## config.mk

```make
export PLATFORM = sky130hd
export DESIGN_NAME = chan_sel_bin_scheduler_flat
export DESIGN_NICKNAME = d
export VERILOG_FILES = /design/src/rtl/chan_sel_bin_scheduler_pkg.sv /design/src/rtl/chan_sel_bin_scheduler_if.sv /design/src/rtl/chan_sel_bin_scheduler_shadow_bank.sv /design/src/rtl/chan_sel_bin_scheduler.sv /design/src/flat_wrapper.sv
export SDC_FILE = /design/constraint.sdc
export NUM_CORES = 1
export LEC_CHECK = 0
export CAP_MARGIN = 5
export CORE_AREA = 2 2 102 144
export DETAILED_ROUTE_END_ITERATION = 8
export DIE_AREA = 0 0 104 146
export GPL_TIMING_DRIVEN = 0
export PLACE_DENSITY = 0.59
export REMOVE_ABC_BUFFERS = 1
export SYNTH_ARGS = -nofsm -noshare
export SYNTH_HDL_FRONTEND = slang
export SYNTH_SLANG_ARGS = --single-unit
```

## constraint.sdc

```tcl
create_clock -name user_clk -period 4 [get_ports user_clk]
set_input_delay 1.2 -clock user_clk [delete_from_list [all_inputs] [get_ports user_clk]]
set_output_delay 1.2 -clock user_clk [all_outputs]
set_load 0.005 [all_outputs]
```

## src/rtl/chan_sel_bin_scheduler_pkg.sv

```systemverilog
// Shared definitions for the channel-select bin scheduler.
//   - FSM state encoding
//   - control register bit positions
//   - bin word enable bit
//   - status word field offsets
package chan_sel_pkg;

  typedef enum logic [1:0] {
    ST_IDLE      = 2'd0,
    ST_WAIT_SYNC = 2'd1,
    ST_RUN       = 2'd2
  } state_e;

  localparam int CTL_COMMIT = 0;
  localparam int CTL_RUN    = 1;

  localparam int BIN_EN_BIT = 31;

  localparam int STAT_COMMIT_LSB  = 0;
  localparam int STAT_RESYNC_LSB  = 8;
  localparam int STAT_PENDING_BIT = 16;
  localparam int STAT_RUNNING_BIT = 17;
  localparam int STAT_WAITING_BIT = 18;

endpackage

```

## src/rtl/chan_sel_bin_scheduler_if.sv

```systemverilog
// Bus between the bin register block / FFT sync source and the scheduler.
//   master : drives cfg_bin_i, cfg_ctrl_i, sync_i; receives selection/status
//   slave  : the scheduler
interface chan_sel_bin_scheduler_if #(
  parameter int NUM_SLOTS = 4,
  parameter int BIN_W     = 8
);
  localparam int SLOT_W = $clog2(NUM_SLOTS);

  logic [NUM_SLOTS*32-1:0] cfg_bin_i;
  logic [31:0]             cfg_ctrl_i;
  logic                    sync_i;
  logic [BIN_W-1:0]        sel_bin_o;
  logic [SLOT_W-1:0]       sel_slot_o;
  logic                    sel_valid_o;
  logic                    frame_start_o;
  logic [31:0]             status_o;

  modport master (
    output cfg_bin_i, cfg_ctrl_i, sync_i,
    input  sel_bin_o, sel_slot_o, sel_valid_o, frame_start_o, status_o
  );

  modport slave (
    input  cfg_bin_i, cfg_ctrl_i, sync_i,
    output sel_bin_o, sel_slot_o, sel_valid_o, frame_start_o, status_o
  );
endinterface

```

## src/rtl/chan_sel_bin_scheduler_shadow_bank.sv

```systemverilog
// Shadow register bank: NUM_SLOTS entries of {enable, bin}.
//   user_clk, user_rst_n : clock, async active-low reset
//   i_load               : capture all words from i_words this cycle
//   i_words              : packed 32-bit bin words, word k at [32k+31:32k]
//   i_rd_slot            : slot to read
//   o_rd_bin, o_rd_en    : entry for i_rd_slot; shows the incoming word when
//                          i_load is high so the first slot of a freshly
//                          committed frame already uses the new values
module chan_sel_shadow_bank
  import chan_sel_pkg::*;
#(
  parameter int NUM_SLOTS = 4,
  parameter int BIN_W     = 8,
  parameter int SLOT_W    = $clog2(NUM_SLOTS)
) (
  input  logic                    user_clk,
  input  logic                    user_rst_n,
  input  logic                    i_load,
  input  logic [NUM_SLOTS*32-1:0] i_words,
  input  logic [SLOT_W-1:0]       i_rd_slot,
  output logic [BIN_W-1:0]        o_rd_bin,
  output logic                    o_rd_en
);
  logic [BIN_W-1:0]     r_bin [NUM_SLOTS];
  logic [NUM_SLOTS-1:0] r_en;
  logic [31:0]          w_word [NUM_SLOTS];
  logic                 w_unused_bits;

  always_comb begin
    w_unused_bits = 1'b0;
    for (int k = 0; k < NUM_SLOTS; k++) begin
      w_word[k]     = i_words[32*k +: 32];
      w_unused_bits = w_unused_bits ^ (^w_word[k][30:BIN_W]);
    end
  end

  always_ff @(posedge user_clk or negedge user_rst_n) begin
    if (!user_rst_n) begin
      for (int k = 0; k < NUM_SLOTS; k++) r_bin[k] <= '0;
      r_en <= '0;
    end else if (i_load) begin
      for (int k = 0; k < NUM_SLOTS; k++) begin
        r_bin[k] <= w_word[k][BIN_W-1:0];
        r_en[k]  <= w_word[k][BIN_EN_BIT];
      end
    end
  end

  always_comb begin
    if (i_load) begin
      o_rd_bin = w_word[i_rd_slot][BIN_W-1:0];
      o_rd_en  = w_word[i_rd_slot][BIN_EN_BIT];
    end else begin
      o_rd_bin = r_bin[i_rd_slot];
      o_rd_en  = r_en[i_rd_slot];
    end
  end
endmodule

```

## src/rtl/chan_sel_bin_scheduler.sv

```systemverilog
// Channel-select bin scheduler: steps through NUM_SLOTS shadow bin words in
// lock-step with the FFT frame sync and presents one bin index per cycle.
// Software bin updates (commit toggle) only take effect at frame boundaries.
//   user_clk, user_rst_n : clock, async active-low reset
//   cs_bus (slave)       : cfg_bin_i, cfg_ctrl_i, sync_i in;
//                          sel_bin_o, sel_slot_o, sel_valid_o,
//                          frame_start_o, status_o out (all registered)
//
// state        | meaning
// ST_IDLE      | run off; slot held at 0, pending commits load immediately
// ST_WAIT_SYNC | run on; waiting for the first frame sync
// ST_RUN       | presenting slots, wrapping every NUM_SLOTS cycles
module chan_sel_bin_scheduler
  import chan_sel_pkg::*;
#(
  parameter int NUM_SLOTS = 4,
  parameter int BIN_W     = 8
) (
  input logic                     user_clk,
  input logic                     user_rst_n,
  chan_sel_bin_scheduler_if.slave cs_bus
);
  localparam int SLOT_W = $clog2(NUM_SLOTS);
  localparam logic [SLOT_W-1:0] LAST_SLOT = SLOT_W'(NUM_SLOTS - 1);

  state_e            r_state, w_next_state;
  logic              r_ctl_q, r_pending;
  logic [7:0]        r_commit_cnt, r_resync_cnt;
  logic [SLOT_W-1:0] r_slot, w_next_slot;
  logic [BIN_W-1:0]  r_bin, w_rd_bin;
  logic              r_valid, r_frame_start, w_rd_en;
  logic              w_run, w_sync, w_commit_edge, w_pending_eff;
  logic              w_boundary, w_resync, w_load;
  logic [31:0]       w_status;
  logic              w_unused_ctl;

  assign w_run         = cs_bus.cfg_ctrl_i[CTL_RUN];
  assign w_sync        = cs_bus.sync_i;
  assign w_commit_edge = cs_bus.cfg_ctrl_i[CTL_COMMIT] ^ r_ctl_q;
  // An edge arriving on a boundary cycle is loaded on that same boundary.
  assign w_pending_eff = r_pending | w_commit_edge;
  assign w_load        = w_boundary & w_pending_eff;
  assign w_unused_ctl  = ^cs_bus.cfg_ctrl_i[31:2];

  always_ff @(posedge user_clk or negedge user_rst_n) begin
    if (!user_rst_n) r_state <= ST_IDLE;
    else             r_state <= w_next_state;
  end

  always_comb begin
    w_next_state = r_state;
    unique case (r_state)
      ST_IDLE:      if (w_run) w_next_state = ST_WAIT_SYNC;
      ST_WAIT_SYNC: if (!w_run) w_next_state = ST_IDLE;
                    else if (w_sync) w_next_state = ST_RUN;
      ST_RUN:       if (!w_run) w_next_state = ST_IDLE;
      default:      w_next_state = ST_IDLE;
    endcase
  end

  // Next slot and boundary decode. Leaving RUN is not a boundary: the
  // pending commit lands one cycle later from IDLE instead.
  always_comb begin
    w_next_slot = '0;
    w_boundary  = 1'b0;
    w_resync    = 1'b0;
    unique case (r_state)
      ST_IDLE:      w_boundary = 1'b1;
      ST_WAIT_SYNC: w_boundary = w_run & w_sync;
      ST_RUN: begin
        if (w_run) begin
          if (w_sync) begin
            w_boundary = 1'b1;
            w_resync   = (r_slot != LAST_SLOT);
          end else if (r_slot == LAST_SLOT) begin
            w_boundary = 1'b1;
          end else begin
            w_next_slot = r_slot + 1'b1;
          end
        end
      end
      default: w_boundary = 1'b0;
    endcase
  end

  chan_sel_shadow_bank #(
    .NUM_SLOTS (NUM_SLOTS),
    .BIN_W     (BIN_W),
    .SLOT_W    (SLOT_W)
  ) u_bank (
    .user_clk   (user_clk),
    .user_rst_n (user_rst_n),
    .i_load     (w_load),
    .i_words    (cs_bus.cfg_bin_i),
    .i_rd_slot  (w_next_slot),
    .o_rd_bin   (w_rd_bin),
    .o_rd_en    (w_rd_en)
  );

  always_ff @(posedge user_clk or negedge user_rst_n) begin
    if (!user_rst_n) begin
      r_ctl_q      <= 1'b0;
      r_pending    <= 1'b0;
      r_commit_cnt <= '0;
      r_resync_cnt <= '0;
    end else begin
      r_ctl_q   <= cs_bus.cfg_ctrl_i[CTL_COMMIT];
      r_pending <= w_pending_eff & ~w_load;
      if (w_load) r_commit_cnt <= r_commit_cnt + 8'd1;
      if (w_resync && (r_resync_cnt != 8'hFF)) r_resync_cnt <= r_resync_cnt + 8'd1;
    end
  end

  always_ff @(posedge user_clk or negedge user_rst_n) begin
    if (!user_rst_n) begin
      r_slot        <= '0;
      r_bin         <= '0;
      r_valid       <= 1'b0;
      r_frame_start <= 1'b0;
    end else begin
      r_slot        <= w_next_slot;
      r_bin         <= w_rd_bin;
      r_valid       <= (w_next_state == ST_RUN) && w_rd_en;
      r_frame_start <= (w_next_state == ST_RUN) && (w_next_slot == '0);
    end
  end

  always_comb begin
    w_status = '0;
    w_status[STAT_COMMIT_LSB +: 8] = r_commit_cnt;
    w_status[STAT_RESYNC_LSB +: 8] = r_resync_cnt;
    w_status[STAT_PENDING_BIT]     = r_pending;
    w_status[STAT_RUNNING_BIT]     = (r_state == ST_RUN);
    w_status[STAT_WAITING_BIT]     = (r_state == ST_WAIT_SYNC);
  end

  assign cs_bus.sel_bin_o     = r_bin;
  assign cs_bus.sel_slot_o    = r_slot;
  assign cs_bus.sel_valid_o   = r_valid;
  assign cs_bus.frame_start_o = r_frame_start;
  assign cs_bus.status_o      = w_status;
endmodule

```

## src/flat_wrapper.sv

```systemverilog
// flat-port wrapper written by rule: the top's interface ports become plain ports
module chan_sel_bin_scheduler_flat import chan_sel_pkg::*;
#(
  parameter int NUM_SLOTS = 4,
  parameter int BIN_W     = 8
)
  (user_clk, user_rst_n, cs_bus_cfg_bin_i, cs_bus_cfg_ctrl_i, cs_bus_sync_i, cs_bus_sel_bin_o, cs_bus_sel_slot_o, cs_bus_sel_valid_o, cs_bus_frame_start_o, cs_bus_status_o);
  chan_sel_bin_scheduler_if #(.NUM_SLOTS(NUM_SLOTS), .BIN_W(BIN_W)) cs_bus_i ();
  input logic user_clk;
  input logic user_rst_n;
  input wire logic [$bits(cs_bus_i.cfg_bin_i)-1:0] cs_bus_cfg_bin_i;
  input wire logic [$bits(cs_bus_i.cfg_ctrl_i)-1:0] cs_bus_cfg_ctrl_i;
  input wire logic [$bits(cs_bus_i.sync_i)-1:0] cs_bus_sync_i;
  output wire logic [$bits(cs_bus_i.sel_bin_o)-1:0] cs_bus_sel_bin_o;
  output wire logic [$bits(cs_bus_i.sel_slot_o)-1:0] cs_bus_sel_slot_o;
  output wire logic [$bits(cs_bus_i.sel_valid_o)-1:0] cs_bus_sel_valid_o;
  output wire logic [$bits(cs_bus_i.frame_start_o)-1:0] cs_bus_frame_start_o;
  output wire logic [$bits(cs_bus_i.status_o)-1:0] cs_bus_status_o;
  assign cs_bus_i.cfg_bin_i = cs_bus_cfg_bin_i;
  assign cs_bus_i.cfg_ctrl_i = cs_bus_cfg_ctrl_i;
  assign cs_bus_i.sync_i = cs_bus_sync_i;
  assign cs_bus_sel_bin_o = cs_bus_i.sel_bin_o;
  assign cs_bus_sel_slot_o = cs_bus_i.sel_slot_o;
  assign cs_bus_sel_valid_o = cs_bus_i.sel_valid_o;
  assign cs_bus_frame_start_o = cs_bus_i.frame_start_o;
  assign cs_bus_status_o = cs_bus_i.status_o;
  chan_sel_bin_scheduler #(.NUM_SLOTS(NUM_SLOTS), .BIN_W(BIN_W)) u_core (.user_clk(user_clk), .user_rst_n(user_rst_n), .cs_bus(cs_bus_i));
endmodule
```

# After elaboration in Yosys (flattened, before gate mapping)
# Cells that the tools add are included.
# Widths: inputs -> output; s select.
[totals]
n_memories = 0
ff_bits = 68
latchBits = 0
romBits = 0
wordCells = 63
in_bits = 163
mem_bits_rw = 0
[op_classes]
n_mul = 0
bitwise_logic = 7
order_cmp = 2
n_shift = 0
addsub = 3
eq_ne = 6
n_div = 0
reduce_logical = 5
n_mux = 26
[ops]
columns = ["operator", "count"]
rows = [
  ["$bmux 32 s2", 1],
  ["$mux 32", 2],
  ["$mux 8", 3],
  ["$add 8x1->8 const B", 2],
  ["$bmux 8 s2", 1],
  ["$mux 2", 8],
  ["$mux 1", 8],
  ["$ne 8x8->1 const B", 1],
  ["$eq 2x2->1 const B", 3],
  ["$pmux 2 s3", 1],
  ["$logic_not 2->1", 2],
  ["$and 1x1->1", 3],
  ["$ge 3x3->1 const B", 1],
  ["$logic_and 1x1->1", 3],
  ["$lt 2x3->1 const B", 1],
  ["$not 2->3", 1],
  ["$pmux 1 s3", 1],
  ["$add 2x1->2 const B", 1],
  ["$bmux 1 s2", 1],
  ["$eq 2x1->1 const B", 1],
  ["$ne 2x2->1 const B", 1],
  ["$not 1->1", 1],
  ["$or 1x1->1", 1],
  ["$xor 1x1->1", 1],
]

# Depth between registers and ports, before layout
# Gate-level depths: netlist (run 1).
[depth]
ltp_word = 11
depth_mapped = 9
depth_no_buf = 7

# Cells and area by module
# Synthesis (run 1) repeated with hierarchy kept, for this count alone.
[unflattened]
hier_cells = 233
area_unflattened_um2 = 3480.8
[by_module_without_submodules]
columns = ["mod", "area_per_inst_um2", "seq_area_each_um2", "cells_per_inst", "instances"]
rows = [
  ["chan_sel_shadow_bank", 1939.4, 900.9, 108, 1],
  ["chan_sel_bin_scheduler", 1541.5, 800.8, 125, 1],
]

# Least setup slack after synthesis (run 1)
# OpenSTA, ideal clock, no wires.
[synth_timing]
kind = "input-to-reg"
start = "in cs_bus_cfg_ctrl_i[1]"
end = "reg u_core.r_bin[0], in the netlist u_core.cs_bus.sel_bin_o[0]"
n_path_buf = 2
setup_ns = 0.120
setup_slack_ns = 1.531
path_stages = 7
arrival_ns = 2.349
cell_sequence = "buf_4 nand2_1 or4_4 buf_6 a211oi_1 a311oi_1 a31o_1"
[synth_between]
elab_chain_len = 7
elab_cells_between_ends = 14
classes_between = "11 x mux; 3 x bitwise"
[synth_lines]
columns = ["element", "line", "source"]
rows = [
  ["start, declared", "flat_wrapper.sv:12", "input wire logic [$bits(cs_bus_i.cfg_ctrl_i)-1:0] cs_bus_cfg_ctrl_i;"],
  ["$mux 2", "chan_sel_bin_scheduler.sv:71", "if (w_run) begin"],
  ["$mux 2", "chan_sel_bin_scheduler.sv:67", "unique case (r_state)"],
  ["$not 2->3 (implied by the code)", "chan_sel_bin_scheduler_shadow_bank.sv:51, chan_sel_bin_scheduler_shadow_bank.sv:54", ""],
  ["$bmux 8 s2 or $bmux 32 s2 (tied branches)", "chan_sel_bin_scheduler_shadow_bank.sv:54, chan_sel_bin_scheduler_shadow_bank.sv:51", ""],
  ["$mux 8 (implied by the code) or $mux 32 (tied branches) (2 in series)", "-", ""],
  ["$mux 8 (*)", "chan_sel_bin_scheduler_shadow_bank.sv:50", "if (i_load) begin"],
  ["named net u_core.u_bank.o_rd_bin[0]", "chan_sel_bin_scheduler_shadow_bank.sv:21", "output logic [BIN_W-1:0] o_rd_bin,"],
  ["end signal, assigned", "chan_sel_bin_scheduler.sv:122", "r_bin <= w_rd_bin;"],
  ["end, declared", "chan_sel_bin_scheduler.sv:30", "logic [BIN_W-1:0] r_bin, w_rd_bin;"],
]
# The timed path passes the listed nets; every way through them passes the cells marked *. The select of a mux whose other input is x is not followed.
# A chain may end at the register's enable or synchronous reset.

# Final worst setup path (run 1)
[layout_timing]
start = "in cs_bus_cfg_ctrl_i[1]"
end = "reg u_core.u_bank.r_bin[10] (netlist bit)"
[layout_between]
elab_chain_len = 3
elab_cells_between_ends = 4
classes_between = "2 x mux; 2 x bitwise"
[layout_lines]
columns = ["element", "line", "source"]
rows = [
  ["$mux 1 or $and 1x1->1 (tied branches)", "chan_sel_bin_scheduler.sv:71, chan_sel_bin_scheduler.sv:69", ""],
  ["$pmux 1 s3 (*)", "chan_sel_bin_scheduler.sv:67", ""],
  ["$and 1x1->1 (*)", "chan_sel_bin_scheduler.sv:42", "assign w_load = w_boundary & w_pending_eff;"],
  ["end signal, assigned by index", "chan_sel_bin_scheduler_shadow_bank.sv:43", "r_bin[k] <= w_word[k][BIN_W-1:0];"],
  ["end, declared", "chan_sel_bin_scheduler_shadow_bank.sv:24", "logic [BIN_W-1:0] r_bin [NUM_SLOTS];"],
]
# Every way passes the cells marked *; elsewhere a longest branch is shown, timed or not.

==> metrics.txt, run 1 <==
# TYPE chip_impl_metric gauge
chip_impl_metric{name="grt_pass1_vias",unit=""} 2581
chip_impl_metric{name="ctsHoldBuffers",unit=""} 0
chip_impl_metric{name="syn-cell-area",unit="µm²"} 3430
chip_impl_info{name="setup.worst_path.end_class",value="register"} 1
chip_impl_metric{name="setup_ws",unit="ns"} 0.6336
chip_impl_metric{name="cts.sinks",unit=""} 68
chip_impl_metric{name="ioPinCount",unit=""} 207
chip_impl_info{name="post_synth_top_flop",value="dfrtp_1"} 1
chip_impl_metric{name="grt_use_total",unit="%"} 10.87
chip_impl_info{name="hp-start",value="u_core.r_commit_cnt[7]"} 1
chip_impl_metric{name="rel_slew_slack",unit="%"} 44.71
chip_impl_metric{name="post_syn_area_per_cell",unit="µm²"} 10.96
chip_impl_metric{name="max_freq",unit="MHz"} 297.1
chip_impl_info{name="launching_element_type_of_the_critical_path",value="input pin"} 1
chip_impl_metric{name="core",unit="µm²"} 13780
chip_impl_info{name="r2r-start",value="u_core.r_state[0]"} 1
chip_impl_metric{name="yosys-mux-area-fraction",unit="%"} 13.10
chip_impl_metric{name="clock-skew-final",unit="ns"} 0.008536
chip_impl_metric{name="power_leakage",unit="nW"} 1.947
chip_impl_metric{name="clock_latency",unit="ns"} 0.33
chip_impl_info{name="critical_path_class",value="input pin to register"} 1
chip_impl_metric{name="num-fill-cells",unit=""} 1457
chip_impl_metric{name="worstPathArrival",unit="ns"} 3.57
chip_impl_metric{name="drive_above_1_share",unit="%"} 16.97
chip_impl_metric{name="path_clk_slew",unit="ns"} 0.06
chip_impl_metric{name="row_count",unit=""} 51
chip_impl_metric{name="drt-pass1-iter-count",unit=""} 6
chip_impl_metric{name="synth_top_cell_area_share",unit="%"} 49.62
chip_impl_metric{name="vias",unit=""} 2513
chip_impl_metric{name="first_iter_violations",unit=""} 75
chip_impl_metric{name="timing_worst_slew_pin_value",unit="ns"} 0.8277
chip_impl_info{name="cts_root_buf",value="clkbuf_16"} 1
chip_impl_metric{name="synth_compound_gate_area_share",unit="%"} 8.610
chip_impl_metric{name="post_synth_inst_count",unit=""} 313
chip_impl_metric{name="async_flop_share",unit="%"} 100.0
chip_impl_metric{name="insertedDiodeCount",unit=""} 0
chip_impl_metric{name="antenna_found_initial",unit=""} 1
chip_impl_metric{name="clockBufferDepth",unit=""} 2
chip_impl_info{name="setup.worst_path.end",value="u_core.u_bank.r_bin[10]"} 1
chip_impl_metric{name="via_per_inst",unit=""} 4.424
chip_impl_metric{name="dpl_worst_slack",unit="ns"} -0.4672
chip_impl_metric{name="area_growth_syn_to_layout",unit="%"} 33.53
chip_impl_metric{name="powerDensity",unit="nW/µm²"} 679.7
chip_impl_metric{name="drv.max_cap_violation_count",unit=""} 0
chip_impl_info{name="post_synth_main_area_contributors",value="dfrtp_1, mux2_2, nand2_1"} 1
chip_impl_metric{name="multiInputGateArea",unit="µm²"} 1541
chip_impl_metric{name="port_buf_inserts",unit=""} 71
chip_impl_metric{name="holdWs",unit="ns"} 0.4711
chip_impl_metric{name="detail_route.wirelength",unit="µm"} 7831
chip_impl_metric{name="yosys.area_share.simple",unit="%"} 14.96
chip_impl_metric{name="reg2reg_setup_slack",unit="ns"} 1.33
chip_impl_metric{name="power.ir.vdd_worst",unit="mV"} 0.2534
chip_impl_info{name="layout_common_cells",value="clkdlybuf4s50_1, dfrtp_1, nand2_1, mux2_2, nand3_1"} 1
chip_impl_metric{name="routabilityCongestion",unit=""} 0.8062
chip_impl_metric{name="post_synth_edffs",unit=""} 0
chip_impl_info{name="grt_setup_unrepaired",value="no"} 1
chip_impl_metric{name="timing.final.hold_violations",unit=""} 0
chip_impl_metric{name="pin_count_of_the_biggest_net_entering_global_routing",unit=""} 67
chip_impl_metric{name="initial_core_util",unit="%"} 24.88
chip_impl_metric{name="cp_data_required_time",unit="ns"} 4.21
chip_impl_metric{name="reg2reg_depth",unit=""} 7
chip_impl_metric{name="timing.final.setup_violations",unit=""} 0
chip_impl_metric{name="ys_types",unit=""} 39
chip_impl_metric{name="route.detailed.drc",unit=""} 0
chip_impl_metric{name="grt_first_pass_wirelength",unit="µm"} 13120
chip_impl_metric{name="nets",unit=""} 548
chip_impl_metric{name="finalInstanceArea",unit="µm²"} 4579
chip_impl_metric{name="critical_path_peak_fanout",unit=""} 32
chip_impl_metric{name="flop_and_latch_count_out_of_synthesis",unit=""} 68
chip_impl_metric{name="placedInstanceArea",unit="µm²"} 4244
chip_impl_metric{name="finalCriticalPeriod",unit="ns"} 3.366
chip_impl_metric{name="ys.warnings.count",unit=""} 0
chip_impl_info{name="min-delay-path-class",value="register to register"} 1
chip_impl_metric{name="synth-xor-area-share",unit="%"} 3.831
chip_impl_info{name="synth_top_family_by_area",value="simple AND/OR/NAND/NOR gates"} 1
chip_impl_info{name="regToRegEndpoint",value="u_core.u_bank.r_bin[10]"} 1
chip_impl_metric{name="die_y",unit="µm"} 146
chip_impl_metric{name="post_synth_fa_ha_maj_area_fraction",unit="%"} 2.554
chip_impl_info{name="critical_path.startpoint",value="cs_bus_cfg_ctrl_i[1]"} 1
chip_impl_info{name="cts_tree",value="built"} 1
chip_impl_metric{name="drt.antenna.violating_nets",unit=""} 0
chip_impl_info{name="largest_area_contributor_in_the_synthesized_netlist",value="dfrtp_1"} 1
chip_impl_metric{name="htreeDepth",unit=""} 3
chip_impl_metric{name="fp.dieW",unit="µm"} 104
chip_impl_metric{name="cts_buffer_count",unit=""} 9
chip_impl_metric{name="synth.yosys.seq_area_share",unit="%"} 49.62
chip_impl_metric{name="area.sequential",unit="µm²"} 1702
chip_impl_metric{name="layout_worst_path_cycle_share",unit="%"} 84.16
chip_impl_metric{name="die_area",unit="µm²"} 15180
chip_impl_metric{name="slew_violations",unit=""} 0
chip_impl_info{name="leading_cell_type_in_the_layout_fill_and_taps_excluded",value="clkdlybuf4s50_1"} 1
chip_impl_metric{name="gr-total-overflow",unit=""} 0
chip_impl_info{name="run_status",value="complete, no violations"} 1
chip_impl_metric{name="detailed_place_hpwl",unit="µm"} 5320
chip_impl_metric{name="wl_per_cell",unit="µm"} 13.79
worst min path at each step:
stage	end	slack, ns	cells after the start
2_1_floorplan	u_core.r_commit_cnt[7]	0.47	1
3_3_place_gp	u_core.r_commit_cnt[7]	0.46	1
3_5_place_dp	u_core.r_commit_cnt[7]	0.46	1
4_1_cts	u_core.r_commit_cnt[7]	0.47	1
5_1_grt	u_core.r_commit_cnt[7]	0.49	1
6_report	u_core.r_commit_cnt[7]	0.47	1
cells by family (layout without fill, tap and decap cells):
group	Yosys count	after routing
compound gates	36	36
xor+xnor	15	15
fa+ha+maj	7	7
buf+inv	37	95
flops	68	68
mux	40	40
other cells	1	13
simple gates	109	109
cells in the mapped netlist (all sizes together) (2+ instances only):
cell	n
a21oi	3
and2	10
nor2	7
a31o	8
nand3	18
dfrtp	68
nand4	4
buf	30
xor2	6
mux2	39
a211oi	9
xnor2	9
inv	6
a311oi	8
nand4b	2
ha	7
nand2	59
and3	4
final cells by class:
class	instances	area share, %
Inverter	6	0.5464
Timing Repair Buffer	73	16.50
Sequential cell	68	37.16
Clock buffer	9	4.918
Clock inverter	7	2.158
Multi-Input combinational cell	220	33.66
Tap cell	185	5.055
flip-flops by register name, indices dropped and copies added, names as in the netlist:
register,flops
u_core.r_pending,1
u_core.u_bank.r_bin,32
u_core.r_ctl_q,1
u_core.cs_bus.frame_start_o,1
u_core.cs_bus.sel_slot_o,2
u_core.cs_bus.sel_valid_o,1
u_core.r_resync_cnt,8
u_core.r_state,2
u_core.r_commit_cnt,8
u_core.cs_bus.sel_bin_o,8
u_core.u_bank.r_en,4
metal layers:
layer	vias to the layer above	wire [µm]	GRT usage, %
li1	1200	-	-
met3	11	393	3.538
met4	2	120	4.459
met1	1224	3348	12.35
met2	76	3954	18.75
met5	-	13	0
timing repair:
item	4_1_cts	5_1_grt
resized for setup	1	1
setup endpoints to repair	9	9
setup buffers	0	0
pin swaps	0	0
endpoints found under the hold margin	0	0
metrics by stage:
step | setup TNS [ns] | cells | utilization [%] | power, mW
global route | 0 | 568 | 33.22 | 3.335
detailed placement | -3.524 | 552 | 30.79 | 2.276
CTS | 0 | 568 | 33.16 | 3.168
finish | 0 | 568 | 33.22 | 3.113
floorplan | -24.08 | 294 | - | 1.837
global placement | -178.86 | 550 | 30.41 | 2.233
worst max-delay path, stage by stage:
cell,delay [ns]
clkdlybuf4s50_1,0.69
nand3b_1,0.13
o22ai_1,0.17
nor2b_4,0.72
buf_12,0.28
mux2_2,0.36
power breakdown:
| group | total [mW] | leakage [nW] | switching (mW) | internal (mW) |
|---|---|---|---|---|
| sequential | 1.15 | 0.832 | 0.167 | 0.981 |
| clock | 0.862 | 0.156 | 0.313 | 0.549 |
| combinational | 1.10 | 0.959 | 0.438 | 0.665 |
(Power assumes the default switching activity.)
==> inputs of run 2 (changes only) <==
Clock period 4 ns to 3.1 ns, I/O delays scaled along.
==> metrics.txt, run 2 (synthesized netlist as in run 1, its figures left out) <==
# TYPE chip_impl_metric gauge
chip_impl_metric{name="timing_worst_slew_pin_value",unit="ns"} 0.7691
chip_impl_metric{name="cp_data_required_time",unit="ns"} 3.35
chip_impl_metric{name="timing.final.setup_violations",unit=""} 0
chip_impl_metric{name="fp.dieW",unit="µm"} 104
chip_impl_metric{name="slew_violations",unit=""} 0
chip_impl_metric{name="gr-total-overflow",unit=""} 0
chip_impl_metric{name="clockBufferDepth",unit=""} 2
chip_impl_info{name="setup.worst_path.end_class",value="register"} 1
chip_impl_metric{name="power.ir.vdd_worst",unit="mV"} 0.2679
chip_impl_info{name="launching_element_type_of_the_critical_path",value="input pin"} 1
chip_impl_metric{name="clock-skew-final",unit="ns"} 0.008581
chip_impl_info{name="layout_common_cells",value="clkdlybuf4s50_1, dfrtp_1, nand2_1, mux2_2, nand3_1"} 1
chip_impl_info{name="cts_root_buf",value="clkbuf_16"} 1
chip_impl_metric{name="totalPowerFinal",unit="mW"} 4.085
chip_impl_info{name="largest-register",value="u_core.u_bank.r_bin"} 1
chip_impl_metric{name="row_count",unit=""} 51
chip_impl_metric{name="rel_slew_slack",unit="%"} 48.49
chip_impl_metric{name="num-fill-cells",unit=""} 1456
chip_impl_metric{name="route.detailed.drc",unit=""} 0
chip_impl_metric{name="powerDensity",unit="nW/µm²"} 887.2
chip_impl_info{name="critical_path_class",value="input pin to register"} 1
chip_impl_metric{name="worstPathArrival",unit="ns"} 3.17
chip_impl_metric{name="nets",unit=""} 551
chip_impl_metric{name="wl_per_cell",unit="µm"} 14.36
chip_impl_metric{name="netSwitchingPower",unit="mW"} 1.228
chip_impl_metric{name="drv.max_cap_violation_count",unit=""} 0
chip_impl_metric{name="detailed_place_hpwl",unit="µm"} 5320
chip_impl_info{name="min-delay-path-class",value="input pin to asynchronous set/reset pin"} 1
chip_impl_metric{name="routabilityCongestion",unit=""} 0.8062
chip_impl_metric{name="cts.sinks",unit=""} 68
chip_impl_metric{name="power_switching_share",unit="%"} 30.05
chip_impl_metric{name="grt_first_pass_wirelength",unit="µm"} 13120
chip_impl_metric{name="port_buf_inserts",unit=""} 71
chip_impl_metric{name="multiInputGateArea",unit="µm²"} 1550
chip_impl_metric{name="setup_total_negative_slack",unit="ns"} 0
chip_impl_metric{name="internal_power",unit="mW"} 2.857
chip_impl_info{name="critPathSlowestCell",value="nand4b_4"} 1
chip_impl_info{name="regToRegEndpoint",value="u_core.u_bank.r_bin[28]"} 1
chip_impl_info{name="path_cells",value="clkdlybuf4s50_1, nand4b_4, inv_6, a211oi_1, a311o_1, a21oi_1"} 1
chip_impl_metric{name="crit_path_max_incr_delay",unit="ns"} 0.63
chip_impl_metric{name="grt_use_total",unit="%"} 10.87
chip_impl_metric{name="critical_path_peak_fanout",unit=""} 37
chip_impl_metric{name="grt_pass1_vias",unit=""} 2581
chip_impl_metric{name="initial_core_util",unit="%"} 24.88
chip_impl_metric{name="die_area",unit="µm²"} 15180
chip_impl_metric{name="cts_buffer_count",unit=""} 9
chip_impl_metric{name="drt-pass1-iter-count",unit=""} 6
chip_impl_metric{name="pin_count_of_the_biggest_net_entering_global_routing",unit=""} 67
chip_impl_metric{name="clkPwrFrac",unit="%"} 27.2
chip_impl_metric{name="path_clk_slew",unit="ns"} 0.06
chip_impl_info{name="cts_tree",value="built"} 1
chip_impl_metric{name="first_iter_violations",unit=""} 94
chip_impl_metric{name="finalCriticalPeriod",unit="ns"} 2.923
chip_impl_metric{name="placedInstanceArea",unit="µm²"} 4244
chip_impl_metric{name="area.sequential",unit="µm²"} 1702
chip_impl_metric{name="largest_register_ffs",unit=""} 32
chip_impl_metric{name="p_seq_share",unit="%"} 36.3
chip_impl_metric{name="die_y",unit="µm"} 146
chip_impl_metric{name="finalInstanceArea",unit="µm²"} 4604
chip_impl_metric{name="core",unit="µm²"} 13780
chip_impl_metric{name="timing.final.hold_violations",unit=""} 0
chip_impl_metric{name="via_per_inst",unit=""} 4.461
chip_impl_info{name="r2r-start",value="u_core.r_state[0]"} 1
chip_impl_metric{name="insertedDiodeCount",unit=""} 0
chip_impl_metric{name="detail_route.wirelength",unit="µm"} 8199
chip_impl_metric{name="drt.antenna.violating_nets",unit=""} 0
chip_impl_info{name="run_status",value="complete, no violations"} 1
chip_impl_metric{name="area_growth_syn_to_layout",unit="%"} 34.26
chip_impl_metric{name="reg2reg_depth",unit=""} 6
chip_impl_metric{name="vias",unit=""} 2547
chip_impl_metric{name="antenna_found_initial",unit=""} 1
chip_impl_metric{name="p_comb_share",unit="%"} 36.5
chip_impl_info{name="grt_setup_unrepaired",value="no"} 1
chip_impl_metric{name="ctsHoldBuffers",unit=""} 0
chip_impl_metric{name="power_leakage",unit="nW"} 1.961
chip_impl_metric{name="drive_above_1_share",unit="%"} 17.62
chip_impl_metric{name="reg2reg_setup_slack",unit="ns"} 0.49
chip_impl_metric{name="layout_worst_path_cycle_share",unit="%"} 94.29
chip_impl_metric{name="max_freq",unit="MHz"} 342.1
chip_impl_info{name="leading_cell_type_in_the_layout_fill_and_taps_excluded",value="clkdlybuf4s50_1"} 1
chip_impl_metric{name="htreeDepth",unit=""} 3
chip_impl_metric{name="clock_latency",unit="ns"} 0.33
chip_impl_metric{name="ioPinCount",unit=""} 207
==> run 2: changes by cell type in the layout (fill, tap and decap cells not counted) <==
cell / delta
clkdlybuf4s50_1: -1
dlygate4sd2_1: +1
buf_4: +2
inv_4: -1
nor2b_2: +1
inv_6: +1
==> run 2: layout make-up <==
class                           instances  share of cell area [%]
Sequential cell                        68                   36.96
Timing Repair Buffer                   75                   16.71
Clock buffer                            9                   4.891
Inverter                                6                  0.5978
Multi-Input combinational cell        221                   33.67
Tap cell                              185                   5.027
Clock inverter                          7                   2.147
==> run 2: repair_timing <==
| action | in CTS | in global routing |
|---|---|---|
| setup buffers | 0 | 2 |
| endpoints found under the hold margin | 0 | 0 |
| setup endpoints to repair | 11 | 17 |
| gates cloned | 0 | 1 |
| gates resized for setup | 4 | 0 |
==> run 2: critical path: cells and delay by family <==
family / cells / cell delay (ns)
compound gates: 3 / 0.61
buf+inv: 2 / 1.00
simple gates: 1 / 0.63
==> run 2: worst max path at each step <==
stage / from / end / slack, ns / cells after the start
after floorplan: cs_bus_cfg_ctrl_i[1] / u_core.r_commit_cnt[3] / -1.15 / 5
after global placement: cs_bus_cfg_ctrl_i[1] / u_core.r_commit_cnt[7] / -3.15 / 6
after detailed placement: cs_bus_cfg_ctrl_i[1] / u_core.cs_bus.sel_valid_o / -1.10 / 6
after CTS: cs_bus_sync_i / u_core.u_bank.r_bin[10] / 0.12 / 6
after global routing: cs_bus_sync_i / u_core.cs_bus.sel_valid_o / 0.03 / 6
final: cs_bus_sync_i / u_core.cs_bus.sel_valid_o / 0.18 / 6
==> run 2: power by group through the flow <==
stage | registers [mW] | clock network (mW) | logic, mW
CTS | 1.48 | 1.16 | 1.45
detailed placement | 1.50 | 0 | 1.44
global placement | 1.48 | 0 | 1.30
finish | 1.48 | 1.11 | 1.49
global route | 1.54 | 1.20 | 1.63
floorplan | 1.45 | 0 | 0.915
==> run 2: through the flow <==
stage	util (%)	hold slack, ns	worst slack (ns)	cells
6_report	33.41	0.3953	0.1771	571
5_1_grt	33.41	0.3760	0.03075	571
4_1_cts	33.23	0.3772	0.1250	568
3_5_place_dp	30.79	0.4615	-1.097	552
3_3_place_gp	30.41	0.4637	-3.148	550
2_1_floorplan	-	0.4686	-1.146	294
==> run 2: routing by layer <==
layer	GRT usage (%)	vias to the layer above	part of all wire, %
met1	12.35	1256	43
met3	3.538	11	4.8
met5	0	-	0.16
met2	18.75	73	51
met4	4.459	2	1.5
li1	-	1205	-
==> inputs of run 3 (changes only) <==
Settings changed: SETUP_SLACK_MARGIN from default to 0.05.
==> metrics.txt, run 3 (synthesized netlist as in run 1, its figures left out) <==
# TYPE chip_impl_metric gauge
chip_impl_metric{name="clock_latency",unit="ns"} 0.33
chip_impl_info{name="routed.top_layer",value="met5"} 1
chip_impl_metric{name="cp_data_required_time",unit="ns"} 3.31
chip_impl_metric{name="dpl_worst_slack",unit="ns"} -1.097
chip_impl_info{name="largest-register",value="u_core.u_bank.r_bin"} 1
chip_impl_metric{name="pin_count_of_the_biggest_net_entering_global_routing",unit=""} 67
chip_impl_metric{name="timing.final.setup_violations",unit=""} 0
chip_impl_metric{name="worstPathArrival",unit="ns"} 3.05
chip_impl_metric{name="finalInstanceArea",unit="µm²"} 4633
chip_impl_metric{name="finish.cell_count_without_fillers",unit=""} 571
chip_impl_info{name="cpLargestDelayFamily",value="buffers and inverters"} 1
chip_impl_metric{name="placedInstanceArea",unit="µm²"} 4244
chip_impl_metric{name="htreeDepth",unit=""} 3
chip_impl_metric{name="drt-pass1-iter-count",unit=""} 6
chip_impl_metric{name="drt.antenna.violating_nets",unit=""} 0
chip_impl_metric{name="core",unit="µm²"} 13780
chip_impl_metric{name="drv.max_cap_violation_count",unit=""} 0
chip_impl_metric{name="insertedDiodeCount",unit=""} 0
chip_impl_metric{name="grt_pass1_vias",unit=""} 2589
chip_impl_metric{name="route.detailed.drc",unit=""} 0
chip_impl_info{name="min-delay-path-class",value="input pin to asynchronous set/reset pin"} 1
chip_impl_metric{name="fin_util",unit="%"} 33.61
chip_impl_metric{name="num-fill-cells",unit=""} 1453
chip_impl_metric{name="critical_path_peak_fanout",unit=""} 29
chip_impl_metric{name="slew_violations",unit=""} 0
chip_impl_metric{name="area_growth_syn_to_layout",unit="%"} 35.10
chip_impl_metric{name="grt_use_total",unit="%"} 11.33
chip_impl_metric{name="holdWs",unit="ns"} 0.3932
chip_impl_metric{name="met1_length",unit="µm"} 3692
chip_impl_metric{name="antenna_found_initial",unit=""} 1
chip_impl_metric{name="row_count",unit=""} 51
chip_impl_metric{name="port_buf_inserts",unit=""} 71
chip_impl_metric{name="crit_path_max_incr_delay",unit="ns"} 0.77
chip_impl_metric{name="clock-skew-final",unit="ns"} 0.009382
chip_impl_metric{name="max_freq",unit="MHz"} 353.1
chip_impl_info{name="cts_root_buf",value="clkbuf_16"} 1
chip_impl_info{name="path_cells",value="clkdlybuf4s50_1, or4_4, inv_2, nand3_1, a31o_1"} 1
chip_impl_metric{name="wl_per_cell",unit="µm"} 15.21
chip_impl_metric{name="place.detailed.instances",unit=""} 552
chip_impl_metric{name="cp.buffers_inverters",unit=""} 2
chip_impl_metric{name="powerDensity",unit="nW/µm²"} 888.2
chip_impl_metric{name="reg2reg_depth",unit=""} 7
chip_impl_metric{name="via_per_inst",unit=""} 4.506
chip_impl_info{name="setup.worst_path.end_class",value="register"} 1
chip_impl_info{name="launching_element_type_of_the_critical_path",value="input pin"} 1
chip_impl_metric{name="fp.dieW",unit="µm"} 104
chip_impl_info{name="cts_tree",value="built"} 1
chip_impl_metric{name="gr-total-overflow",unit=""} 0
chip_impl_metric{name="timing.final.hold_violations",unit=""} 0
chip_impl_metric{name="nets",unit=""} 551
chip_impl_info{name="grt_setup_unrepaired",value="no"} 1
chip_impl_info{name="regToRegEndpoint",value="u_core.cs_bus.sel_bin_o[4]"} 1
chip_impl_metric{name="detailroute.wirelength.met3",unit="µm"} 439
chip_impl_metric{name="cts_buffer_count",unit=""} 9
chip_impl_metric{name="power_leakage",unit="nW"} 1.987
chip_impl_info{name="critPathSlowestCell",value="or4_4"} 1
chip_impl_metric{name="die_area",unit="µm²"} 15180
chip_impl_metric{name="rel_slew_slack",unit="%"} 55.17
chip_impl_metric{name="setup_total_negative_slack",unit="ns"} 0
chip_impl_info{name="r2r-start",value="u_core.r_state[0]"} 1
chip_impl_metric{name="initial_core_util",unit="%"} 24.88
chip_impl_metric{name="vias",unit=""} 2573
chip_impl_info{name="layout_common_cells",value="clkdlybuf4s50_1, dfrtp_1, nand2_1, mux2_2, nand3_1"} 1
chip_impl_metric{name="ioPinCount",unit=""} 207
chip_impl_info{name="leading_cell_type_in_the_layout_fill_and_taps_excluded",value="clkdlybuf4s50_1"} 1
chip_impl_info{name="critical_path_class",value="input pin to register"} 1
chip_impl_metric{name="cts.sinks",unit=""} 68
chip_impl_metric{name="setup_ws",unit="ns"} 0.2680
chip_impl_metric{name="power.ir.vdd_worst",unit="mV"} 0.2663
chip_impl_metric{name="detailed_place_hpwl",unit="µm"} 5320
chip_impl_metric{name="grt_first_pass_wirelength",unit="µm"} 13560
chip_impl_metric{name="finalCriticalPeriod",unit="ns"} 2.832
chip_impl_metric{name="clockBufferDepth",unit=""} 2
chip_impl_metric{name="routabilityCongestion",unit=""} 0.8062
chip_impl_metric{name="totalPowerFinal",unit="mW"} 4.115
chip_impl_metric{name="first_iter_violations",unit=""} 97
chip_impl_metric{name="die_y",unit="µm"} 146
chip_impl_metric{name="reg2reg_setup_slack",unit="ns"} 0.53
chip_impl_metric{name="wl_met2",unit="µm"} 4397
chip_impl_metric{name="drive_above_1_share",unit="%"} 17.62
chip_impl_metric{name="layout_worst_path_cycle_share",unit="%"} 91.36
chip_impl_metric{name="largest_register_ffs",unit=""} 32
chip_impl_metric{name="timing_worst_slew_pin_value",unit="ns"} 0.6699
chip_impl_info{name="run_status",value="complete, no violations"} 1
chip_impl_metric{name="detail_route.wirelength",unit="µm"} 8684
chip_impl_metric{name="path_clk_slew",unit="ns"} 0.06
[run 3: cell types whose count changed in the layout (fill, tap and decap cells not counted)]
cell	change
nor2b_2	-1
buf_12	+1
nand4b_2	+1
dlygate4sd2_1	-1
nor2b_4	+1
buf_4	-2
dlymetal6s2s_1	+1
[run 3: worst max path at each step]
stage / startpoint / endpoint / cells after the start / slack [ns]
2_1_floorplan: cs_bus_cfg_ctrl_i[1] / u_core.r_commit_cnt[3] / 5 / -1.15
3_3_place_gp: cs_bus_cfg_ctrl_i[1] / u_core.r_commit_cnt[7] / 6 / -3.15
3_5_place_dp: cs_bus_cfg_ctrl_i[1] / u_core.cs_bus.sel_valid_o / 6 / -1.10
4_1_cts: cs_bus_cfg_ctrl_i[1] / u_core.cs_bus.sel_valid_o / 6 / 0.06
5_1_grt: u_core.r_state[0] / cs_bus_status_o[17] / 3 / 0.18
6_report: cs_bus_sync_i / u_core.cs_bus.sel_bin_o[4] / 5 / 0.27
[run 3: power breakdown]
part / internal, mW / switching (mW)
clock: 0.708 / 0.408
sequential: 1.27 / 0.214
combinational: 0.902 / 0.617
total: 2.88 / 1.24
[run 3: final cells by class]
type | count | area, µm² | area share (%)
Sequential cell | 68 | 1702 | 36.73
Multi-Input combinational cell | 222 | 1570 | 33.89
Timing Repair Buffer | 74 | 778.2 | 16.80
Tap cell | 185 | 231.5 | 4.996
Clock buffer | 9 | 225.2 | 4.861
Clock inverter | 7 | 98.84 | 2.133
Inverter | 6 | 27.53 | 0.5941
[run 3: metal layers]
layer / up-vias / global-route usage [%]
li1: 1207 / -
met1: 1261 / 13.17
met2: 90 / 19.38
met3: 13 / 3.493
met4: 2 / 4.527
met5: - / 0
[run 3: repair_timing]
item / CTS / global route
hold buffers: 0 / 0
buffers inserted: 1 / 0
endpoints found under the setup margin: 28 / 14
cloned: 1 / 1
gates resized for setup: 3 / 2
pin swaps: 0 / 1
[run 3: worst register-to-register path: stages (launching register included)]
cell and delay, ns:
dfrtp_1 0.42, inv_1 0.11, ha_1 0.43, nand2_1 0.09, or4_4 0.64, inv_2 0.37
nand3_1 0.14, a31o_1 0.26
==> variant 1: new RTL, settings of run 3 <==
The package constant `STAT_RESYNC_LSB` goes from 8 to 7.
--- a/src/rtl/chan_sel_bin_scheduler_pkg.sv
+++ b/src/rtl/chan_sel_bin_scheduler_pkg.sv
@@ -17,7 +17,7 @@
   localparam int BIN_EN_BIT = 31;
 
   localparam int STAT_COMMIT_LSB  = 0;
-  localparam int STAT_RESYNC_LSB  = 8;
+  localparam int STAT_RESYNC_LSB  = 7;
   localparam int STAT_PENDING_BIT = 16;
   localparam int STAT_RUNNING_BIT = 17;
   localparam int STAT_WAITING_BIT = 18;
Behaviour: not the same (Yosys sat finds a counterexample within 4 cycles, from zero or initial values and one cycle with user_rst_n low).
==> variant 1 against run 3 <==
- worst hold slack better by 73 ps
- largest cell class unchanged
- worst setup slack got worse by 30 ps
- area after synthesis rose by 1.3%
- cell count grew 0.18%
- maximum frequency down 1.0%
- design area shrank 1.7%
- total power fell by 3.9%
- critical path type unchanged
- first-iteration DRC count decreased by 40%
- wire length shrank 6.0%
- sequential cell count decreased by 1
==> variant 1: results (changes against run 3) <==
| Metric | Value |
|---|---|
| Setup Skew | `4.44 ps (was 9.38 ps)` |
| Leak | `0.00192 uW (was 0.00199 uW)` |
| Worst vdd ir | `0.000384 V (was 0.000266 V)` |
| Met1 global-route usage | `13.4% (was 13.2%)` |
| Non-Filler Instances | `572 (was 571)` |
| Gr usage total | `10.8% (was 11.3%)` |
| HP Class | `register to register (was input port to asynchronous set/reset pin)` |
| CTS resizes | `1 (was 3)` |
| Layout cell share with drive strength beyond 1 | `17.8% (was 17.6%)` |
| Seq/Total Area, Yosys | `48.3% (was 49.6%)` |
| DP Wirelength | `5170 um (was 5320 um)` |
| RD Place Congestion | `0.772 (was 0.806)` |
| Average via count per standard cell | `4.49 (was 4.51)` |
| Post-CTS setup repair buffer count | `0 (was 1)` |
| Dpl ws | `-240 ps (was -1100 ps)` |
| GR Layer Usage met3 | `2.60% (was 3.49%)` |
| Worst EP arrival | `3130 ps (was 3050 ps)` |
| Min Hold Slack | `466 ps (was 393 ps)` |
| First-pass GRT wire length | `12,900 um (was 13,600 um)` |
| Initial antenna violation count | `0 (was 1)` |
| Slew headroom | `43.4% (was 55.2%)` |
| Cell Pwr Density | `868 nW/um^2 (was 888 nW/um^2)` |
| Dpl cell area | `4230 um^2 (was 4240 um^2)` |
| First drt pass iteration count | `4 (was 6)` |
| Top routing layer in use | `met4 (was met5)` |
| Met2 Use GR | `17.7% (was 19.4%)` |
| Reg2reg end | `u_core.cs_bus.sel_bin_o[2] (was u_core.cs_bus.sel_bin_o[4])` |
| Status | `finished, final reports clean (unchanged)` |
| Area contributors post-synth | `dfrtp_1 48%, mux2_2 12%, nand2_1 5.9% (was dfrtp_1 50%, mux2_2 13%, nand2_1 6.5%)` |
| Layout fillers | `1,426 (was 1,453)` |
| Final net count | `552 (was 551)` |
| Post-route met1 wirelength | `3670 um (was 3690 um)` |
| Routed met2 length | `3860 um (was 4400 um)` |
| FF-to-FF Start | `u_core.cs_bus.sel_slot_o[0] (was u_core.r_state[0])` |
| Met3 wire len | `473 um (was 439 um)` |
| Synthesized instance count | `316 (was 313)` |
| R2R Setup Slk | `550 ps (was 530 ps)` |
==> variant 1: cell families (layout without fill, tap and decap cells) <==
family / after synthesis / count (layout) / synth area share, %
other: 1 / 14 / 0.108
multiplexers: 43 / 43 / 13.9
adder cells (fa/ha/maj): 7 / 7 / 2.52
XOR/XNOR: 14 / 14 / 3.53
AND/OR/NAND/NOR: 111 / 112 / 15.5
flip-flops: 67 / 67 / 48.3
AO/OA/AOI/OAI: 34 / 34 / 8.18
buffers and inverters: 39 / 96 / 7.96
==> variant 1: worst max path at each step <==
stage / from / end / slack, ps / cells after the start
after floorplan: cs_bus_cfg_ctrl_i[1] / u_core.r_commit_cnt[5] / -1110 / 5
after detailed placement: cs_bus_cfg_ctrl_i[1] / u_core.cs_bus.sel_bin_o[3] / -240 / 7
after global routing: cs_bus_cfg_ctrl_i[1] / u_core.cs_bus.sel_bin_o[0] / 70 / 7
after CTS: cs_bus_cfg_ctrl_i[1] / u_core.cs_bus.sel_bin_o[3] / 130 / 7
final: cs_bus_cfg_ctrl_i[1] / u_core.cs_bus.sel_bin_o[2] / 240 / 7
after global placement: cs_bus_cfg_ctrl_i[1] / u_core.r_commit_cnt[6] / -3140 / 6
==> variant 1: cell type report <==
type / count / share of cell area, %
clock buffer: 14 / 5.58
timing repair buffer: 74 / 16.3
tap: 185 / 5.08
inverter: 6 / 0.605
clock inverter: 2 / 0.769
sequential: 67 / 36.8
multi-input combinational: 224 / 34.9
==> variant 1: power breakdown <==
| part | switching [uW] | internal, uW |
|---|---|---|
| clock | 360 | 644 |
| combinational | 599 | 884 |
| sequential | 212 | 1250 |
==> variant 1: worst max-delay path, stage by stage <==
cell and delay [ps]:
clkdlybuf4s50_1 630, and3b_4 410, nand2_4 310, inv_6 320, nand2_1 100, a311oi_1 270
a31o_1 130
==> variant 2: new RTL, settings of run 3 <==
Without the edit above. The 3 states of `state_e` get a one-hot encoding in 3 bits.
--- a/src/rtl/chan_sel_bin_scheduler_pkg.sv
+++ b/src/rtl/chan_sel_bin_scheduler_pkg.sv
@@ -5,10 +5,10 @@
 //   - status word field offsets
 package chan_sel_pkg;
 
-  typedef enum logic [1:0] {
-    ST_IDLE      = 2'd0,
-    ST_WAIT_SYNC = 2'd1,
-    ST_RUN       = 2'd2
+  typedef enum logic [2:0] {
+    ST_IDLE      = 3'b001,
+    ST_WAIT_SYNC = 3'b010,
+    ST_RUN       = 3'b100
   } state_e;
 
   localparam int CTL_COMMIT = 0;
Check against the original RTL: no difference found for any inputs over 10 cycles, from zero or initial values and one cycle with user_rst_n low; not proved beyond that.
==> variant 2 against run 3 <==
- sequential cell count increased by 1
- non-clock buffer count up 4
- count of clock-buffer cells in the layout rose by 2
- area after synthesis is 4.5% lower
- wire length shrank 13%
- design area decreased by 3.8%
- utilization down 1.3 points
- largest cell class unchanged
- worst setup slack worse by 75 ps
- maximum frequency fell by 2.6%
- largest power group is now registers
- die area did not move
- critical path depth rose by 2
- highest routed layer is now met4
- total power is 16% lower
- clock skew fell by 2.9 ps
==> variant 2: results (changes against run 3) <==
| Metric | Value |
|---|---|
| Dpl cell area | `4090 um^2 (was 4240 um^2)` |
| Worst Path Max Fanout | `17 (was 29)` |
| Switching share of power | `25.8% (was 30.1%)` |
| First-pass GRT wire length | `12,400 um (was 13,600 um)` |
| First drt pass iteration count | `4 (was 6)` |
| Area contributors post-synth | `dfrtp_1 52%, mux2_2 11%, mux2i_1 5.5% (was dfrtp_1 50%, mux2_2 13%, nand2_1 6.5%)` |
| Slowest CP cell | `clkdlybuf4s50_1 (was or4_4)` |
| Post-route met1 wirelength | `3190 um (was 3690 um)` |
| Mux cell area share after synthesis | `18.2% (was 13.1%)` |
| Initial antenna violation count | `0 (was 1)` |
| Gr usage total | `10.6% (was 11.3%)` |
| Combinational power share | `27.7% (was 36.9%)` |
| Compound-Gate Fraction of Synth Area | `6.04% (was 8.61%)` |
| Dpl ws | `-604 ps (was -1100 ps)` |
| RD Place Congestion | `0.761 (was 0.806)` |
| Post-CTS setup repair buffer count | `3 (was 1)` |
| Vias in the first global route | `2,366 (was 2,589)` |
| Worst vdd ir | `0.000323 V (was 0.000266 V)` |
| HP Class | `register to register (was input port to asynchronous set/reset pin)` |
| Setup Skew | `6.46 ps (was 9.38 ps)` |
| Wirelength per Cell | `14.2 um (was 15.2 um)` |
| Slew headroom | `39.9% (was 55.2%)` |
| Design Power | `3470 uW (was 4120 uW)` |
| Status | `finished, final reports clean (unchanged)` |
| GR Layer Usage met3 | `3.09% (was 3.49%)` |
| Commonest cells in the netlist | `68 x dfrtp_1, 32 x mux2_2, 25 x nor2_1 (was 68 x dfrtp_1, 59 x nand2_1, 39 x mux2_2)` |
| Crit-path max cell delay | `570 ps (was 770 ps)` |
| Post-synthesis xor/xnor area fraction | `4.28% (was 3.83%)` |
| Top routing layer in use | `met4 (was met5)` |
| Final wirelength | `7580 um (was 8680 um)` |
| Worst EP arrival | `3110 ps (was 3050 ps)` |
| Placed Cells incl. Taps | `513 (was 552)` |
-- variant 2: path summary, 6_finish.rpt --
| kind | startpoint | to | slack, ps | cells after the start |
|---|---|---|---|---|
| min reg2reg | u_core.r_commit_cnt[7] | u_core.r_commit_cnt[7] | 470 | 1 |
| max in group asynchronous | user_rst_n | u_core.cs_bus.sel_bin_o[6] | 1780 | 1 |
| max reg2reg | u_core.r_state[0] | u_core.cs_bus.sel_bin_o[4] | 490 | 7 |
| min in group asynchronous | user_rst_n | u_core.cs_bus.frame_start_o | 730 | 1 |
| max | cs_bus_cfg_ctrl_i[1] | u_core.cs_bus.sel_bin_o[4] | 190 | 7 |
| min | u_core.r_commit_cnt[7] | u_core.r_commit_cnt[7] | 470 | 1 |
-- variant 2: area by class of cell --
type / instances / area (um^2)
inverter: 9 / 33.8
timing repair buffer: 78 / 787
tap: 185 / 231
fill: 1419 / 9320
sequential: 69 / 1730
clock buffer: 11 / 243
multi-input combinational: 176 / 1360
clock inverter: 4 / 72.6
